--- src/rtl/core_run_ctrl.sv ---
// core_run_ctrl: reset-sequence, run and verdict controller for the single-cycle core
//   clk, rst(async, active-high) | start level, begins a run from IDLE or DONE
//   pc, mem_we, mem_addr, mem_wdata: observed core activity
//   core_rst_n, running, done, pass, reason, exit_code, cycle_count: control and verdict
module core_run_ctrl #(
    parameter int XLEN                    = 32,
    parameter int CNT_W                   = 32,
    parameter int RESET_CYCLES            = 2,
    parameter int MAX_CYCLES              = 1000,
    parameter int STALL_LIMIT             = 4,
    parameter logic [XLEN-1:0] TOHOST_ADDR = 32'h0000_00FC
) (
    input  logic             clk,
    input  logic             rst,
    input  logic             start,
    input  logic [XLEN-1:0]  pc,
    input  logic             mem_we,
    input  logic [XLEN-1:0]  mem_addr,
    input  logic [XLEN-1:0]  mem_wdata,
    output logic             core_rst_n,
    output logic             running,
    output logic             done,
    output logic             pass,
    output logic [2:0]       reason,
    output logic [XLEN-1:0]  exit_code,
    output logic [CNT_W-1:0] cycle_count
);
    localparam int RW = $clog2(RESET_CYCLES + 1);
    localparam int SW = $clog2(STALL_LIMIT + 1);
    typedef enum logic [1:0] {IDLE, RESET, RUN, DONE} state_t;
    state_t state, state_nx;
    logic [RW-1:0] rst_cnt;
    logic [SW-1:0] stall_cnt;
    logic [XLEN-1:0] last_pc;
    logic tohost_hit, pc_match, stall_hit, timeout_hit, end_hit, rst_last;
    assign core_rst_n = state == RUN;
    assign running = state == RUN;
    assign done = state == DONE;
    always_comb begin
        tohost_hit = mem_we && mem_addr == TOHOST_ADDR;
        // last_pc is stale on the first RUN cycle, so that cycle never matches
        pc_match = cycle_count != CNT_W'(1) && pc == last_pc;
        // this match is the one that takes the counter to STALL_LIMIT-1
        stall_hit = pc_match && stall_cnt == SW'(STALL_LIMIT - 2);
        // the visible count reads MAX_CYCLES on the last permitted RUN cycle
        timeout_hit = cycle_count == CNT_W'(MAX_CYCLES);
        end_hit = tohost_hit || stall_hit || timeout_hit;
        rst_last = rst_cnt == RW'(RESET_CYCLES - 1);
        state_nx = state;
        case (state)
            IDLE:    state_nx = start ? RESET : IDLE;
            RESET:   state_nx = rst_last ? RUN : RESET;
            RUN:     state_nx = end_hit ? DONE : RUN;
            default: state_nx = start ? RESET : DONE;
        endcase
    end
    always_ff @(posedge clk or posedge rst) begin
        if (rst)
            state <= IDLE;
        else
            state <= state_nx;
    end
    always_ff @(posedge clk or posedge rst) begin
        if (rst) begin
            rst_cnt <= '0;
            stall_cnt <= '0;
            last_pc <= '0;
            cycle_count <= '0;
            pass <= 1'b0;
            reason <= 3'd0;
            exit_code <= '0;
        end else begin
            case (state)
                RESET: begin
                    rst_cnt <= rst_cnt + RW'(1);
                    if (rst_last)
                        cycle_count <= CNT_W'(1);
                end
                RUN: begin
                    last_pc <= pc;
                    stall_cnt <= pc_match ? stall_cnt + SW'(1) : '0;
                    if (end_hit) begin
                        reason <= tohost_hit ? (mem_wdata == XLEN'(1) ? 3'd1 : 3'd2) : stall_hit ? 3'd4 : 3'd3;
                        pass <= tohost_hit && mem_wdata == XLEN'(1);
                        exit_code <= tohost_hit && mem_wdata != XLEN'(1) ? mem_wdata >> 1 : '0;
                    end else
                        cycle_count <= cycle_count + CNT_W'(1);
                end
                default: begin
                    if (start) begin
                        rst_cnt <= '0;
                        stall_cnt <= '0;
                        cycle_count <= '0;
                        pass <= 1'b0;
                        reason <= 3'd0;
                        exit_code <= '0;
                    end
                end
            endcase
        end
    end
endmodule

--- config.mk ---
export PLATFORM = sky130hd
export DESIGN_NAME = core_run_ctrl
export DESIGN_NICKNAME = d
export VERILOG_FILES = /design/src/rtl/core_run_ctrl.sv
export SDC_FILE = /design/constraint.sdc
export NUM_CORES = 1
export LEC_CHECK = 0
export CAP_MARGIN = 20
export CORE_MARGIN = 2
export CORE_UTILIZATION = 35
export CTS_BUF_LIST = sky130_fd_sc_hd__clkbuf_16
export DETAILED_ROUTE_END_ITERATION = 8
export GPL_TIMING_DRIVEN = 0
export SYNTH_ARGS = -nofsm -noshare
export SYNTH_HDL_FRONTEND = slang
export SYNTH_SLANG_ARGS = --single-unit
--- constraint.sdc ---
create_clock -name clk -period 2.8 [get_ports clk]
set_input_delay 0.28 -clock clk [delete_from_list [all_inputs] [get_ports clk]]
set_output_delay 0.28 -clock clk [all_outputs]
set_load 0.01 [all_outputs]
== Word-level counts from Yosys, hierarchy flattened ==
Cells that the tools add are included.

* Muxes and demuxes: 25
* Equal/unequal tests: 14
* Bitwise logic cells: 2
* $add $sub $neg: 3
* Reductions and logical operators: 15

{| class="wikitable"
|+ Operators with widths
! cell !! count
|-
| $mux 32 || 4
|-
| $pmux 32 s2 || 2
|-
| $ne 32x1->1 const B || 2
|-
| $add 32x1->32 const B || 1
|-
| $eq 32x1->1 const B || 1
|-
| $eq 32x10->1 const B || 1
|-
| $eq 32x32->1 || 1
|-
| $eq 32x8->1 const B || 1
|-
| $mux 31 || 1
|-
| $mux 3 || 5
|-
| $pmux 3 s2 || 2
|-
| $mux 2 || 4
|-
| $pmux 2 s3 || 1
|-
| $reduce_and 3->1 || 2
|-
| $logic_and 1x1->1 || 5
|-
| $eq 2x1->1 const B || 2
|-
| $eq 2x2->1 const B || 2
|-
| $mux 1 || 4
|-
| $ne 2x2->1 const B || 2
|-
| $pmux 2 s2 || 1
|-
| $reduce_and 2->1 || 2
|-
| $reduce_bool 2->1 || 2
|-
| $add 3x1->3 const B || 1
|-
| $eq 3x2->1 const B || 1
|-
| 7 further kinds || 9
|}

* Register bits: 107
* Logic and storage cells: 67
* Output and inout bits: 71

== Logic depth before layout (Yosys ltp) ==
Gate-level depths: netlist (run 1).

* Word-level depth: 7
* Gate-level depth with buffers: 12

== Least setup slack after synthesis (run 1) ==
Ideal clock, no wire load.

* Path type: reg2reg
* Start: register state[0]
* End: register cycle_count[23]
* Path buffers: 3
* Cell stages (with the launch flop): 13
* Data required time: 2668 ps
* Setup time: 132 ps
* Arrival: 2388 ps
* Path slack: 280 ps
* Path through: dfrtp_1 inv_1 ha_1 buf_2 nor2_1 nor2_1 a21oi_1 buf_1 nor3_1 a21boi_4 buf_6 o21ai_1 o41ai_2

* Cells in the longest elaborated chain, start to end: 3

{| class="wikitable"
|+ Ends and longest elaborated chain
! what !! RTL line !! source
|-
| start, declared || 31 || <nowiki>state_t state, state_nx;</nowiki>
|-
| start signal, assigned || 61 || <nowiki>state <= state_nx;</nowiki>
|-
| $eq 2x2->1 * || - ||
|-
| named net core_rst_n || 20 || <nowiki>output logic core_rst_n,</nowiki>
|-
| $ne 2x2->1 (no source line) / $reduce_bool 3->1 (equally long branches) || - ||
|-
| $reduce_and 3->1 (no source line) || - ||
|-
| end signal, assigned || 87 || <nowiki>cycle_count <= cycle_count + CNT_W'(1);</nowiki>
|-
| end, declared || 26 || <nowiki>output logic [CNT_W-1:0] cycle_count</nowiki>
|}

Mark *: on every way through the listed nets, which the timed path passes. The rest lies on a longest branch.
A chain may end at the register's enable or synchronous reset.

== Final worst setup path (run 1) ==
* Start: register cycle_count[11]
* End: register cycle_count[21]

* Cells in the longest elaborated chain, start to end: 7

{| class="wikitable"
|+ Ends and longest elaborated chain
! what
|-
| parallel branches: the longest is 7 deep, another holds $add 32x1->32
|}

Parallel ways; which one is timed is not known. The select of a mux whose other input is x is not followed.

==> results.md, run 1 <==
* Status: complete, no violations
* # fillers at 1442
* Cell variety after synth at 55
* Worst vdd ir at 0.3313 mV
* Post-Synth XOR/XNOR Area at 0.04897
* Vias in the first global route at 5270
* Final setup fails at 0
* Critical Path AT at 2.96 ns
* Setup TNS at 0 ns
* Relative slew slack at 0.4075
* Final Hold Fails at 0
* Clock group share of total power at 0.251
* Maximum clock path buffer count at 2
* Routed WL per cell at 17.63 µm
* Post-synthesis sequential area ratio at 0.4635
* Detailed placement HPWL at 12.94 mm
* Flop2flop setup slack at 0.08 ns
* TritonCTS clock tree: done
* Boundary pin count at 171
* Syn Area/Cell at 10.18 µm²
* Leak at 0.003348 µW
* Final worst setup slack at 0.08228 ns
* Post-route ant nets at 0
* Crit path max fanout at 8
* # rows at 46
* Placed instance area at 0.007729 mm²
* Switch Pwr at 1793 µW
* Post-synth EDFFs at 0
* Largest net degree at the start of global routing at 39
* Min Tclk post-route at 2.718 ns
* Critical path endpoint category: register
* Worst slack, placed at -0.3990 ns
* Combinational power share at 0.368
* Inserted Clock Buffers at 9
* Core area at 0.01594 mm²
* Reg2Reg Launch Point: cycle_count[11]
* Initial antenna violation count at 0
* Total clock sinks at 106
* Clock Tree Root: clkbuf_16
* Synth top area share at 0.4635
* Drt total wl at 17.09 mm
* Drt drc at 0
* Synth Flop Type: dfrtp_1
* Setup CP Type: reg2reg
* Switching share of power at 0.3539
* Tcrit/Tclk final at 0.9706
* FF-to-FF End: cycle_count[21]
* Pins over their slew limit at 0
* Max-cap viol count at 0
* Seq cells post-synth at 106
* Combinational family with the most area after synthesis: simple AND/OR/NAND/NOR gates
* HP Class: in2async
* Worst-Margin Slew at 0.8868 ns
* Required time worst endpoint at 3.04 ns
* # H-tree levels at 3
* Number of diodes at 0
* Final net count at 858
* Cell-internal power at 3272 µW
* Setup Skew at 0.007936 ns
* Clock slew at reported path FFs at 0.07 ns
* Routability Congestion at 0.8975
* Synth top area cells: dfrtp_1 46%, mux2_2 6.3%, a22o_1 5.4%, xor2_1 4.9%, nand2_1 3.3%
* Startpoint Class: register
* CTS hold repair buffers at 0
* Vias per cell at 5.386
* Yosys Warn Count at 0
* Clock Latency Late Sink at 0.35 ns
* R2R depth at 10
* Die Wd at 131.9 µm
* GR Overflow Total at 0
* Starting density of the core at 0.3590
* Global-route wire length before repair at 27.86 mm
* First-pass detailed-route iteration total at 6
* Synth area leader: dfrtp_1
* Sequential share of power at 0.380
* PD cells at 626.6 mW/mm²
* Fraction of layout cells with a size suffix above 1 at 0.1248
* Cell area after synthesis at 0.005723 mm²
* Area grow syn2layout at 41.25%
* Max Fclk at 368.0 MHz
* I/O Buffers at 169
* Hold Worst Slack at 0.4578 ns
* Adder-cell area share of the yosys netlist at 0.02186
* Gate Count Post-Synth at 562
* Mapped Nets at 672
* DIE HEIGHT at 131.9 µm
* Async set-reset flop share out of synthesis at 1.000
* DRT iter0 DRCs at 436
* GRT Total Usage at 0.1982
* Post-Synth Simple-Gate Area at 0.2059
* Area fraction in compound gates after synthesis at 0.1592
* Die ar. at 0.01739 mm²
* Post-synthesis mux area share at 0.06296
* Final instance area at 0.008084 mm²
* Via count at 5219
==> cells in the final DEF, fill, tap and decap left out, drive strengths merged, types with 2 or more instances in the layout <==
| master | netlist | layout |
|---|---|---|
| nor2 | 35 | 35 |
| nor2b | 3 | 3 |
| a211o | 3 | 3 |
| a21oi | 12 | 12 |
| and4 | 2 | 2 |
| ha | 10 | 10 |
| o211ai | 7 | 7 |
| o311ai | 2 | 2 |
| nor4 | 30 | 30 |
| o21ai | 27 | 27 |
| clkinv | 0 | 5 |
| dfrtp | 106 | 106 |
| a22o | 35 | 35 |
| mux2 | 32 | 32 |
| a31oi | 8 | 8 |
| clkdlybuf4s50 | 0 | 169 |
| o41ai | 5 | 5 |
| nor4b | 5 | 5 |
| inv | 14 | 14 |
| and3 | 4 | 4 |
| a211oi | 2 | 2 |
| or2 | 4 | 4 |
| buf | 17 | 24 |
| nand4 | 21 | 21 |
| xor2 | 32 | 32 |
| nand3 | 32 | 32 |
| nand2b | 3 | 3 |
| nand2 | 54 | 54 |
| o31ai | 9 | 9 |
| or3 | 4 | 4 |
| or4 | 2 | 2 |
| clkbuf | 15 | 23 |
| nor3 | 16 | 16 |
==> cell families after synthesis <==
kind of cell | after synthesis
other | 1
and+or+nand+nor | 216
xor gates and xnor gates | 32
AOI/OAI and AO/OA | 119
buffers and inverters | 46
DFF | 106
muxes | 32
adders and majority gates | 10
==> stage by stage <==
stage / instances / power [µW] / utilization
2_1_floorplan: 562 / 3077 / -
3_3_place_gp: 947 / 3744 / 0.4823
6_report: 969 / 5065 / 0.5071
5_1_grt: 969 / 5397 / 0.5071
3_5_place_dp: 949 / 3789 / 0.4848
4_1_cts: 968 / 5107 / 0.5057
==> synth_stat cells (10+ instances only) <==
| master | count |
|---|---|
| nor2_1 | 35 |
| o21ai_0 | 11 |
| xor2_1 | 32 |
| mux2_2 | 32 |
| nor3_1 | 12 |
| nand3_1 | 32 |
| dfrtp_1 | 106 |
| ha_1 | 10 |
| a21oi_1 | 12 |
| clkbuf_1 | 15 |
| a22o_1 | 35 |
| inv_1 | 14 |
| nand2_1 | 51 |
| o21ai_1 | 16 |
| nand4_1 | 19 |
| nor4_1 | 27 |
==> worst max path at each step <==
| stage | startpoint | to | slack [ns] |
|---|---|---|---|
| after detailed placement | state[0] | cycle_count[23] | -0.40 |
| final | cycle_count[11] | cycle_count[21] | 0.08 |
| after floorplan | state[0] | cycle_count[23] | 0.28 |
| after global routing | state[0] | cycle_count[4] | -0.02 |
| after CTS | last_pc[29] | cycle_count[9] | 0.06 |
| after global placement | state[0] | cycle_count[23] | -0.36 |
==> worst max-delay path, stage by stage (launching register included) <==
cell and delay [ns]:
dfrtp_1 0.40, buf_2 0.18, nor4_2 0.38, nand4_2 0.26
nor3_2 0.41, or2_2 0.26, nor3_4 0.05, buf_4 0.17
buf_4 0.13, a22o_1 0.17, a31o_1 0.18
==> state kept, by name, summed over array words and instances (netlist names) <==
name and count:
last_pc 32, stall_cnt 3, exit_code 31, state 2, pass 1, rst_cnt 2
reason 3, cycle_count 32
==> power by group through the flow <==
| stage | clock [µW] | sequential, µW | combinational [µW] |
|---|---|---|---|
| after floorplan | 0 | 1940 | 1140 |
| after global placement | 0 | 1940 | 1800 |
| after detailed placement | 0 | 1960 | 1830 |
| after CTS | 1320 | 1930 | 1860 |
| after global routing | 1390 | 1960 | 2050 |
| final | 1270 | 1930 | 1870 |
==> layer usage <==
metal  global-route usage  vias to the layer above  part of all wire
met5                    0                        -                 0
met3              0.04383                       22             0.076
met1               0.2651                     2515              0.44
li1                     -                     2469                 -
met4              0.06643                        0             0.016
met2               0.3189                      213              0.47
==> cell type report <==
cell class | count | area [µm²] | share of cell area
Buffer | 31 | 156.4 | 0.01935
Clock buffer | 9 | 225.2 | 0.02786
Clock inverter | 7 | 68.82 | 0.008513
Inverter | 14 | 56.30 | 0.006965
Multi-Input combinational cell | 410 | 2885 | 0.3569
Sequential cell | 106 | 2653 | 0.3281
Tap cell | 216 | 270.3 | 0.03343
Timing Repair Buffer | 176 | 1769 | 0.2189
==> timing repair <==
action	in CTS	in global routing
setup buffers	3	2
endpoints found under the setup margin	21	11
resized for setup	4	2
pin swaps	1	2
cloned	0	0
Note: power is estimated with default switching activity, not from simulation.
==> run 2: changes to the inputs <==
--- a/config.mk
+++ b/config.mk
@@ -11,6 +11,7 @@
 export CTS_BUF_LIST = sky130_fd_sc_hd__clkbuf_16
 export DETAILED_ROUTE_END_ITERATION = 8
 export GPL_TIMING_DRIVEN = 0
+export SLEW_MARGIN = 20
 export SYNTH_ARGS = -nofsm -noshare
 export SYNTH_HDL_FRONTEND = slang
 export SYNTH_SLANG_ARGS = --single-unit
==> run 2 against run 1 <==
  * Wire length hardly changed
  * Die area stayed put
  * Worst hold slack worse by 0.12 ns
  * Sequential power hardly changed
  * Clock skew is 0.0049 ns higher
  * Combinational power hardly changed
  * Critical path type unchanged
  * Critical endpoint is now cycle_count[22]
==> results.md, run 2 (synthesis results as in run 1) <==
* Status: complete, no violations
* Die ar. at 0.01739 mm²
* Max incr delay on CP at 0.41 ns
* Critical path buffers and inverters at 2
* Core area at 0.01594 mm²
* Drt drc at 0
* Inserted Clock Buffers at 9
* Clock slew at reported path FFs at 0.08 ns
* Die Wd at 131.9 µm
* Unrepaired setup endpoints after global routing: false
* Met2 usage at 0.3125
* Relative slew slack at 0.4889
* Boundary pin count at 171
* Setup CP Type: reg2reg
* Most Used Layer, Global Route: met2
* Vias per cell at 5.408
* Starting density of the core at 0.3590
* Worst slack, placed at -0.3684 ns
* Initial antenna violation count at 0
* Area grow syn2layout at 41.95%
* Commonest non-fill, non-tap cell in the layout: clkdlybuf4s50_1
* Final worst setup slack at 0.1085 ns
* Top flop regs: cycle_count: 32 flops, last_pc: 32 flops, exit_code: 31 flops
* Global-route wire length before repair at 28.12 mm
* I/O Buffers at 169
* Post-route ant nets at 0
* Tcrit/Tclk final at 0.9612
* Critical Path AT at 2.91 ns
* CP Cell Sequence: buf_2 > nor4_2 > nand4_2 > nor3_4 > or4_1 > buf_2 > nand2_2 > o311ai_2 > o31ai_1
* # H-tree levels at 3
* Leak at 0.003386 µW
* TritonCTS clock tree: done
* Crit path max fanout at 9
* Min Tclk post-route at 2.691 ns
* Total clock sinks at 106
* First-pass detailed-route iteration total at 6
* Pins over their slew limit at 0
* Clock Latency Late Sink at 0.36 ns
* Worst vdd ir at 0.3903 mV
* Detailed placement HPWL at 12.97 mm
* GRT Total Usage at 0.1981
* Number of diodes at 0
* Routability Congestion at 0.8975
* Max Fclk at 371.5 MHz
* Routed WL per cell at 17.62 µm
* GRT met3 Usage at 0.04998
* Maximum clock path buffer count at 2
* Final setup fails at 0
* GRT met1 Usage at 0.2693
* Largest net degree at the start of global routing at 32
* DRT iter0 DRCs at 425
* Setup Skew at 0.01289 ns
* Fraction of layout cells with a size suffix above 1 at 0.1247
* Vias in the first global route at 5187
* Via count at 5246
* DIE HEIGHT at 131.9 µm
* Final Hold Fails at 0
* CP top delay family: simple AND/OR/NAND/NOR gates
* GR Overflow Total at 0
* Critical path endpoint category: register
* Drt total wl at 17.09 mm
* Crit path top cell by count: buf_2
* Max-cap viol count at 0
* Clock Tree Root: clkbuf_16
* HP Class: in2async
* Final core utilization at 0.5096
* PD cells at 633.0 mW/mm²
* Commonest cells after routing, fill and taps aside: 169 x clkdlybuf4s50_1, 106 x dfrtp_1, 51 x nand2_1
* Startpoint Class: register
* Required time worst endpoint at 3.02 ns
* CP max stage cell: dfrtp_1
* Final net count at 859
* Worst-Margin Slew at 0.7666 ns
* # rows at 46
[run 2: final cells by class]
cell class	instances	area, µm²
fillers	1473	7819
clock inverters	7	86.33
well taps	216	270.3
plain buffers	32	160.2
clock buffers	9	225.2
inverters	14	56.30
flip-flops and latches	106	2653
repair buffers	176	1782
multi-input cells	410	2892
[run 2: report_power, final]
part | leakage [µW] | internal, µW | switching (µW)
logic | 0.00188 | 847 | 1020
registers | 0.00134 | 1730 | 193
clock network | 0.000162 | 776 | 574
[run 2: final timing paths]
path / slack (ns) / to / start / cells after the start
min in group clk: 0.49 / pass / pass / 2
setup reg to reg: 0.11 / cycle_count[22] / cycle_count[11] / 9
hold / removal: 0.34 / last_pc[27] / rst / 2
hold reg to reg: 0.49 / pass / pass / 2
setup / recovery: 0.11 / cycle_count[22] / cycle_count[11] / 9
max in group asynchronous: 1.70 / rst_cnt[0] / rst / 4
[run 2: repair_timing]
action,4_1_cts,5_1_grt
hold buffers,0,0
pin swaps,1,3
buffers inserted,2,2
endpoints found under the setup margin,19,17
gates resized for setup,4,3
[run 2: per-stage QoR]
stage	hold WS [ns]	area (µm²)	std cells	setup TNS, ns	power (µW)
2_1_floorplan	0.3667	5727	562	0	3077
3_3_place_gp	0.4640	7689	947	-8.143	3744
3_5_place_dp	0.4737	7749	950	-9.154	3794
4_1_cts	0.3482	8093	968	0	5173
5_1_grt	0.3784	8124	970	0	5456
6_report	0.3409	8124	970	0	5142
[run 2: layer usage]
layer | share of wire | wire [µm]
met5 | 0 | 0
met2 | 0.47 | 7954
met4 | 0.016 | 276
met1 | 0.44 | 7555
met3 | 0.076 | 1307
==> run 3: changes to the inputs <==
--- a/config.mk
+++ b/config.mk
@@ -5,10 +5,12 @@
 export SDC_FILE = /design/constraint.sdc
 export NUM_CORES = 1
 export LEC_CHECK = 0
+export ABC_AREA = 1
 export CAP_MARGIN = 20
 export CORE_MARGIN = 2
 export CORE_UTILIZATION = 35
 export CTS_BUF_LIST = sky130_fd_sc_hd__clkbuf_16
+export CTS_CLUSTER_SIZE = 8
 export DETAILED_ROUTE_END_ITERATION = 8
 export GPL_TIMING_DRIVEN = 0
 export SLEW_MARGIN = 20
==> run 3 against run 2 <==
  * Non-clock buffer count decreased by 3
  * Global-route usage down 0.37 points
  * Clock power down 9%
  * Clock skew is 0.00074 ns lower
  * Cell area up 8.5%
  * Core utilization shrank 2.2 points
==> results.md, run 3 <==
* Status: complete, no violations
* Boundary pin count at 171
* Total clock sinks at 106
* Max-cap viol count at 0
* Drt total wl at 18.68 mm
* Min Tclk post-route at 2.481 ns
* Starting density of the core at 0.3592
* First-pass detailed-route iteration total at 5
* Seq cells post-synth at 106
* Detailed placement HPWL at 14.37 mm
* Top flop regs: cycle_count: 32 flops, last_pc: 32 flops, exit_code: 31 flops
* Setup TNS at 0 ns
* Post-synthesis sequential area ratio at 0.4083
* Cell area after synthesis at 0.006496 mm²
* Leak at 0.004224 µW
* Synth top area share at 0.4083
* Cell variety after synth at 41
* DIE HEIGHT at 140.2 µm
* Syn Area/Cell at 6.993 µm²
* Vias in the first global route at 6174
* PD cells at 585.6 mW/mm²
* Number of diodes at 0
* Final net count at 1222
* Async set-reset flop share out of synthesis at 1.000
* Largest net degree at the start of global routing at 33
* Setup Skew at 0.01214 ns
* Post-synth EDFFs at 0
* Setup CP Type: reg2reg
* Worst-Margin Slew at 0.6709 ns
* TritonCTS clock tree: done
* Clock slew at reported path FFs at 0.08 ns
* # H-tree levels at 3
* Post-route ant nets at 0
* Commonest cells after routing, fill and taps aside: 314 x nand2_1, 169 x clkdlybuf4s50_1, 106 x inv_1, 106 x dfrtp_1, 105 x nor2_1
* Via count at 6377
* Initial antenna violation count at 0
* Yosys Warn Count at 0
* Worst vdd ir at 0.3542 mV
* Global-route wire length before repair at 30.88 mm
* Synth top area cells: dfrtp_1 41%, nand2_1 18%, inv_1 6.2%, nor2_1 6.1%, nand3_1 5.0%
* Clock Tree Root: clkbuf_16
* Inserted Clock Buffers at 9
* Crit path max fanout at 10
* Critical path endpoint category: register
* Maximum clock path buffer count at 2
* Most frequent cell after synthesis: nand2_1
* # rows at 49
* Die ar. at 0.01967 mm²
* HP Class: in2async
* Clock Latency Late Sink at 0.36 ns
* Area grow syn2layout at 35.73%
* Synth Flop Type: dfrtp_1
* Die Wd at 140.2 µm
* Final setup fails at 0
* Pins over their slew limit at 0
* Gate Count Post-Synth at 929
* Post-CTS setup buffers at 0
* Routability Congestion at 0.8920
* I/O Buffers at 169
* Core area at 0.01809 mm²
* Required time worst endpoint at 3.10 ns
* CTS hold repair buffers at 0
* Startpoint Class: register
* Tcrit/Tclk final at 0.8859
* DRT iter0 DRCs at 356
* Fraction of layout cells with a size suffix above 1 at 0.07162
* Routed WL per cell at 13.87 µm
* Placed instance area at 0.008538 mm²
* Post-cts sizing count at 0
* GR Overflow Total at 0
* Drt drc at 0
* GRT Total Usage at 0.1944
* Critical Path AT at 2.78 ns
* Vias per cell at 4.738
* Unrepaired setup endpoints after global routing: false
* Mapped Nets at 1039
* Final Hold Fails at 0
* Max Fclk at 403.1 MHz
* Commonest non-fill, non-tap cell in the layout: nand2_1
* Final instance area at 0.008817 mm²
* Synth area leader: dfrtp_1
* Top cells by count, synth: 314 x nand2_1, 107 x inv_1, 106 x dfrtp_1
* Relative slew slack at 0.5480
[run 3: cell types whose count changed in the layout (fill, tap and decap cells not counted), moves of 20 or more]
cell,delta
inv_1,+91
nor2_1,+71
nand3_1,+33
xor2_1,-20
nand2_1,+263
nor4_1,-23
a22o_1,-35
mux2_2,-32
o21ai_0,+37
[run 3: worst max-delay path, stage by stage, from the launching register on]
cell	delay (ns)
dfrtp_1	0.38
inv_1	0.07
ha_1	0.32
o21ai_0	0.60
clkinv_1	0.45
nand2_2	0.27
buf_4	0.21
nand2_1	0.07
nand2_1	0.06
[run 3: metal layers]
| layer | wire length (µm) | global-route usage | part of all wire |
|---|---|---|---|
| met5 | 0 | 0 | 0 |
| met4 | 350 | 0.06114 | 0.019 |
| met3 | 1058 | 0.03145 | 0.057 |
| met2 | 8578 | 0.3233 | 0.46 |
| met1 | 8687 | 0.2607 | 0.47 |
[run 3: power by group]
part | switching (µW) | leakage (µW) | internal (µW)
Combinational | 1230 | 0.00267 | 742
Sequential | 163 | 0.00142 | 1800
Clock | 621 | 0.000130 | 611
Total | 2010 | 0.00422 | 3150
[run 3: final timing paths]
path,start,end,slack (ns),cells after the start
max,state[0],exit_code[11],0.32,8
min,rst,exit_code[6],0.29,2
max reg2reg,state[0],exit_code[11],0.32,8
min reg2reg,exit_code[25],exit_code[25],0.47,2
max in group asynchronous,rst,last_pc[6],1.76,4
min in group clk,exit_code[25],exit_code[25],0.47,2
[run 3: cell type report]
cell class	count	area, µm²
Clock inverter	7	53.80
Multi-Input combinational cell	675	3224
Inverter	115	435.4
Clock buffer	9	225.2
Timing Repair Buffer	172	1752
Sequential cell	106	2653
Tap cell	229	286.5
Fill cell	1852	9269
Buffer	33	187.7
[run 3: stage by stage]
stage	hold WS [ns]	worst slack, ns	utilization	instances	power [µW]
2_1_floorplan	0.3874	0.8700	-	929	3302
6_report	0.2884	0.3195	0.4875	1346	5164
3_3_place_gp	0.4537	0.03617	0.4688	1327	3956
5_1_grt	0.3295	0.05712	0.4875	1346	5562
4_1_cts	0.2929	0.3554	0.4875	1346	5242
3_5_place_dp	0.4578	0.2629	0.4721	1330	3995
[run 3: cell families (layout without fill, tap and decap cells)]
group                      after synthesis  count (layout)  synth area share
AOI/OAI and AO/OA                       70              70           0.05894
adders and majority gates               10              10           0.01926
other                                    1               1         0.0005773
buffers and inverters                  148             336           0.09534
DFF                                    106             106            0.4083
xor gates and xnor gates                30              30           0.04045
and+or+nand+nor                        564             564            0.3771
==> RTL change 1 (config.mk and constraints of run 3) <==
Set the parameter `RESET_CYCLES` to 1 (it was 2).
--- a/src/rtl/core_run_ctrl.sv
+++ b/src/rtl/core_run_ctrl.sv
@@ -7,3 +7,3 @@
     parameter int CNT_W                   = 32,
-    parameter int RESET_CYCLES            = 2,
+    parameter int RESET_CYCLES            = 1,
     parameter int MAX_CYCLES              = 1000,
Check against the original RTL: not equivalent (Yosys sat finds a counterexample within 4 cycles, from zero or initial values and one cycle with rst high).
==> RTL change 1 against run 3 <==
Synthesized cell count shrank 0.54%; non-clock buffer count grew 6; setup slack better by 240 ps; wire length increased by 1.3%; critical path depth grew 4; power is 1.2% higher; sequential cell count shrank 1; via count down 0.11%; utilization fell by 0.13 points; sequential share of layout area about the same; design area fell by 0.94%; area after synthesis fell by 1.7%; critical endpoint is now exit_code[1]; highest routed layer unchanged.
==> RTL change 1: results (changes against run 3) <==
| Metric | Value |
|---|---|
| Result of the run | `finished, final reports clean (unchanged)` |
| Iter 0 DRT Violations | `361 (was 356)` |
| WL per Instance | `14.1 µm (was 13.9 µm)` |
| Proportion of layout cells with a drive suffix above 1 | `0.0521 (was 0.0716)` |
| Synth top area cells | `dfrtp_1 (41%), nand2_1 (21%), nor2_1 (7.3%) (was dfrtp_1 (41%), nand2_1 (18%), inv_1 (6.2%))` |
| Clock skew | `12.4 ps (was 12.1 ps)` |
| First-pass GRT wire length | `31.5 mm (was 30.9 mm)` |
| CP peak stage delay | `430 ps (was 600 ps)` |
| Sequential cell area share | `0.301 (about the same)` |
| Main synth FF type | `dfrtp_1 (unchanged)` |
| Synth unique cells | `37 (was 41)` |
| Vias in the first global route | `6098 (was 6174)` |
| Antenna violations before repair | `0 (unchanged)` |
| Delay-heaviest family, CP | `simple AND/OR/NAND/NOR gates (was buffers and inverters)` |
| Multi-input logic cell count | `701 (was 675)` |
| Multi-input gate share of the layout cell area | `0.371 (was 0.366)` |
| Fin nets | `1217 (was 1222)` |
| Vias | `6370 (was 6377)` |
| Peak VDD IR | `342 µV (was 354 µV)` |
| Diodes inserted | `0 (unchanged)` |
| Compound-gate portion of the synthesized area | `0.0556 (was 0.0589)` |
| Slew headroom | `0.608 (was 0.548)` |
| Post-synth top cells | `nand2_1 (350), nor2_1 (124), dfrtp_1 (105), inv_1 (78), nand4_1 (43) (was nand2_1 (314), inv_1 (107), dfrtp_1 (106), nor2_1 (105), nand3_1 (65))` |
| Clock-pin slew on the worst setup and hold paths | `80 ps (about the same)` |
| Non-Clock Buffer Area Fraction | `0.229 (was 0.220)` |
| Top Registers | `cycle_count (32), last_pc (32), exit_code (31) (unchanged)` |
| Largest net degree at the start of global routing | `32 (was 33)` |
| Worst path slowest cell | `dfrtp_1 (was o21ai_0)` |
| DR pass1 iterations | `5 (unchanged)` |
| CTS H-tree depth | `3 (unchanged)` |
| Post-synthesis sequential area ratio | `0.411 (was 0.408)` |
| Leakage power | `3.89 nW (was 4.22 nW)` |
| Buffers excl. clock | `211 (was 205)` |
| Clock buf/inv share | `0.0317 (was 0.0316)` |
| Adder-Cell Fraction of Synth Area | `0.0176 (was 0.0193)` |
| Initial Util | `0.356 (was 0.359)` |
| NetSw | `2.04 mW (was 2.01 mW)` |
| Crit path arrival time | `2470 ps (was 2780 ps)` |
| CORE AREA | `18000 µm² (was 18100 µm²)` |
| Post-CTS Setup Repair Bufs | `0 (unchanged)` |
| Synthesized Nets | `1033 (was 1039)` |
| Clock sink count | `105 (was 106)` |
| Hpwl dp | `14.9 mm (was 14.4 mm)` |
| Placed Area | `8460 µm² (was 8540 µm²)` |
| Post-synth ARST share | `1.00 (unchanged)` |
| Clk buf depth | `2 (unchanged)` |
| Inverters | `80 (was 115)` |
| Global-route usage over all layers | `0.199 (was 0.194)` |
| GPL Wtd Cong | `0.930 (was 0.892)` |
| XOR/XNOR share of the synthesized area | `0.0425 (was 0.0404)` |
## RTL change 1: changes by cell type in the layout (fill, tap and decap cells not counted), moves of 9 or more
cell	change
nand3_1	-35
or2_2	-9
nor3_1	+13
o21ai_1	+13
inv_1	-28
nor2_1	+19
nand4_1	+15
nand2_1	+36
o21ai_0	-15
## RTL change 1: routing by layer
layer / part of all wire / track usage / wire length, µm / up-vias
li1: - / - / - / 3302
met1: 0.48 / 0.277 / 8990 / 2909
met4: 0.011 / 0.0457 / 211 / 0
met2: 0.47 / 0.325 / 8890 / 142
met5: 0 / 0 / 0 / -
met3: 0.043 / 0.0369 / 820 / 17
## RTL change 1: worst reg2reg max path, stage by stage (launching register included)
cell	delay, ps
dfrtp_1	430
inv_1	120
ha_1	150
nand2_1	50
nor3_1	180
nand3_1	100
nor2_1	200
nor2_2	100
nand3_2	90
nand3_2	70
nand2_2	140
clkbuf_1	380
o21ai_1	110
## RTL change 1: through the flow
stage	utilization	worst slack (ps)	std cells
detailed placement	0.471	347	1326
finish	0.486	556	1342
global route	0.486	318	1342
CTS	0.486	536	1342
global placement	0.466	47.1	1322
floorplan	-	976	924
## RTL change 1: final timing paths
kind,startpoint,slack (ps),depth (start not counted),to
max reg2reg,cycle_count[1],560,12,exit_code[1]
min,rst,220,2,exit_code[6]
max,cycle_count[1],560,12,exit_code[1]
min reg2reg,reason[2],480,1,reason[2]
min in group clk,reason[2],480,1,reason[2]
max in group asynchronous,rst,1930,4,last_pc[21]
## RTL change 1: power groups by stage
stage	combinational [mW]	sequential, mW	clock, mW
final	2.06	1.95	1.21
after global routing	2.35	1.99	1.31
after CTS	2.10	1.95	1.26
after detailed placement	2.09	1.98	0
after global placement	2.06	1.97	0
after floorplan	1.38	1.96	0
==> RTL change 2 (settings of run 3) <==
Made on the original files. Re-encode `state_t` (4 states) as Gray code, 2 bits wide.
--- a/src/rtl/core_run_ctrl.sv
+++ b/src/rtl/core_run_ctrl.sv
@@ -29,3 +29,3 @@
     localparam int SW = $clog2(STALL_LIMIT + 1);
-    typedef enum logic [1:0] {IDLE, RESET, RUN, DONE} state_t;
+    typedef enum logic [1:0] {IDLE = 2'b00, RESET = 2'b01, RUN = 2'b11, DONE = 2'b10} state_t;
     state_t state, state_nx;
Behaviour: same outputs for any inputs over 10 cycles, from zero or initial values and one cycle with rst high; not proved beyond that.
==> RTL change 2 against run 3 <==
Power down 2.7%; die area shrank 4.5%; clock skew fell by 3.7 ps; count of clock-buffer cells in the layout is the same; design area decreased by 3.1%; wire length fell by 5.4%; sequential cell count stayed put; maximum frequency fell by 2.4%; utilization is 0.66 points higher; area after synthesis fell by 4.6%; register-to-register slack better by 190 ps; first-iteration DRC count is 19% lower; setup slack worse by 61 ps; global-route usage rose by 0.38 points; critical path type is now register to output pin.
==> RTL change 2: results (changes against run 3) <==
| Metric | Value |
|---|---|
| Iter 0 DRT Violations | `287 (was 356)` |
| Result of the run | `finished, final reports clean (unchanged)` |
| Reg2reg path depth | `12 (was 8)` |
| Clock skew | `8.48 ps (was 12.1 ps)` |
| GPL Wtd Cong | `0.911 (was 0.892)` |
| Root buf cell | `clkbuf_16 (unchanged)` |
| Synthesized Nets | `992 (was 1039)` |
| First-pass GRT wire length | `29.0 mm (was 30.9 mm)` |
| Peak VDD IR | `317 µV (was 354 µV)` |
| Compound-gate portion of the synthesized area | `0.0222 (was 0.0589)` |
| Largest net degree at the start of global routing | `30 (was 33)` |
| Global-route usage over all layers | `0.198 (was 0.194)` |
| Fin nets | `1174 (was 1222)` |
| Slew headroom | `0.527 (was 0.548)` |
| Layout fillers | `1762 (was 1852)` |
| Met1 WL | `8.09 mm (was 8.69 mm)` |
| Vias | `6051 (was 6377)` |
| Vias in the first global route | `5816 (was 6174)` |
| Routed wl met2 | `8.11 mm (was 8.58 mm)` |
| Clock-pin slew on the worst setup and hold paths | `70 ps` |
| Post-synthesis sequential area ratio | `0.428 (was 0.408)` |
| DR pass1 iterations | `5 (unchanged)` |
| Antenna violations before repair | `0 (unchanged)` |
| XOR/XNOR share of the synthesized area | `0.0523 (was 0.0404)` |
| Port buffer count | `169 (unchanged)` |
| Reg2Reg Launch Point | `cycle_count[0] (was state[0])` |
| Met3 WL | `1.31 mm (was 1.06 mm)` |
| Adder-Cell Fraction of Synth Area | `0.0121 (was 0.0193)` |
| Proportion of layout cells with a drive suffix above 1 | `0.0541 (was 0.0716)` |
| Reg2Reg Setup Slack | `510 ps (was 320 ps)` |
| Synth top area cells | `dfrtp_1 (43%), nand2_1 (20%), nor2_1 (6.7%) (was dfrtp_1 (41%), nand2_1 (18%), inv_1 (6.2%))` |
| Hpwl dp | `13.9 mm (was 14.4 mm)` |
| Worst Path Max Fanout | `11 (was 10)` |
| Crit path arrival time | `2260 ps (was 2780 ps)` |
| Post-synth top cells | `nand2_1 (335), nor2_1 (111), dfrtp_1 (106), inv_1 (77), nand3_1 (77) (was nand2_1 (314), inv_1 (107), dfrtp_1 (106), nor2_1 (105), nand3_1 (65))` |
| Synth unique cells | `33 (was 41)` |
| R2r endpoint | `cycle_count[30] (was exit_code[11])` |
## RTL change 2: cell count changes in the layout (fill, tap and decap cells not counted), sizes merged, moves of 9 or more
cell	before	now
nand4	29	13
nor3	18	27
inv	115	79
nand3	67	87
or2	14	3
nand2	322	338
o21ai	60	24
## RTL change 2: layer usage
metal	track usage	up-vias
li1	-	3119
met1	0.255	2752
met2	0.324	168
met3	0.0563	12
met4	0.0590	0
met5	0	-
## RTL change 2: worst max path at each step
stage / cells after the start / to / slack (ps) / from
after floorplan: 12 / cycle_count[30] / 1000 / cycle_count[0]
after global placement: 2 / cycle_count[24] / 30 / rst
after detailed placement: 6 / running / 250 / state[1]
after CTS: 6 / running / 20 / state[1]
after global routing: 5 / running / 120 / state[1]
final: 5 / running / 260 / state[1]
## RTL change 2: repair_timing
| action | CTS | global route |
|---|---|---|
| gates resized for setup | 1 | 0 |
| pin swaps | 0 | 0 |
| endpoints found under the setup margin | 2 | 2 |
| gates cloned | 0 | 0 |
| hold buffers | 0 | 0 |
## RTL change 2: where the power goes
group          switching, mW  total (mW)  internal [mW]  leakage [nW]
Combinational          0.988        1.65          0.666          2.54
Sequential             0.218        2.00           1.79          1.39
Clock                  0.590        1.37          0.776         0.150
## RTL change 2: cells by family (layout without fill, tap and decap cells)
family | count (synthesis) | in the layout
flip-flops | 106 | 106
other | 1 | 1
AND/OR/NAND/NOR | 592 | 592
buffers and inverters | 117 | 303
adder cells (fa/ha/maj) | 6 | 6
XOR/XNOR | 37 | 37
AO/OA/AOI/OAI | 27 | 27
## RTL change 2: area by class of cell
class,count,share of cell area
repair buffers,172,0.206
well taps,225,0.0329
clock inverters,6,0.00981
plain buffers,36,0.0217
flip-flops and latches,106,0.310
clock buffers,9,0.0264
inverters,80,0.0356
multi-input cells,663,0.357
## RTL change 2: worst max-delay path, stage by stage, from the launching register on
cell and delay, ps:
dfrtp_1 410, nand2_1 180, inv_1 360, buf_2 310, buf_4 140, clkdlybuf4s50_1 520
## RTL change 2: per-stage QoR
step	worst slack (ps)	util	hold slack (ps)	cell area, µm²	std cells
finish	258	0.494	373	8550	1297
global route	119	0.494	410	8550	1297
CTS	21.0	0.494	391	8550	1298
detailed placement	247	0.476	486	8240	1283
global placement	32.2	0.472	480	8170	1280
floorplan	1000	-	390	6200	886
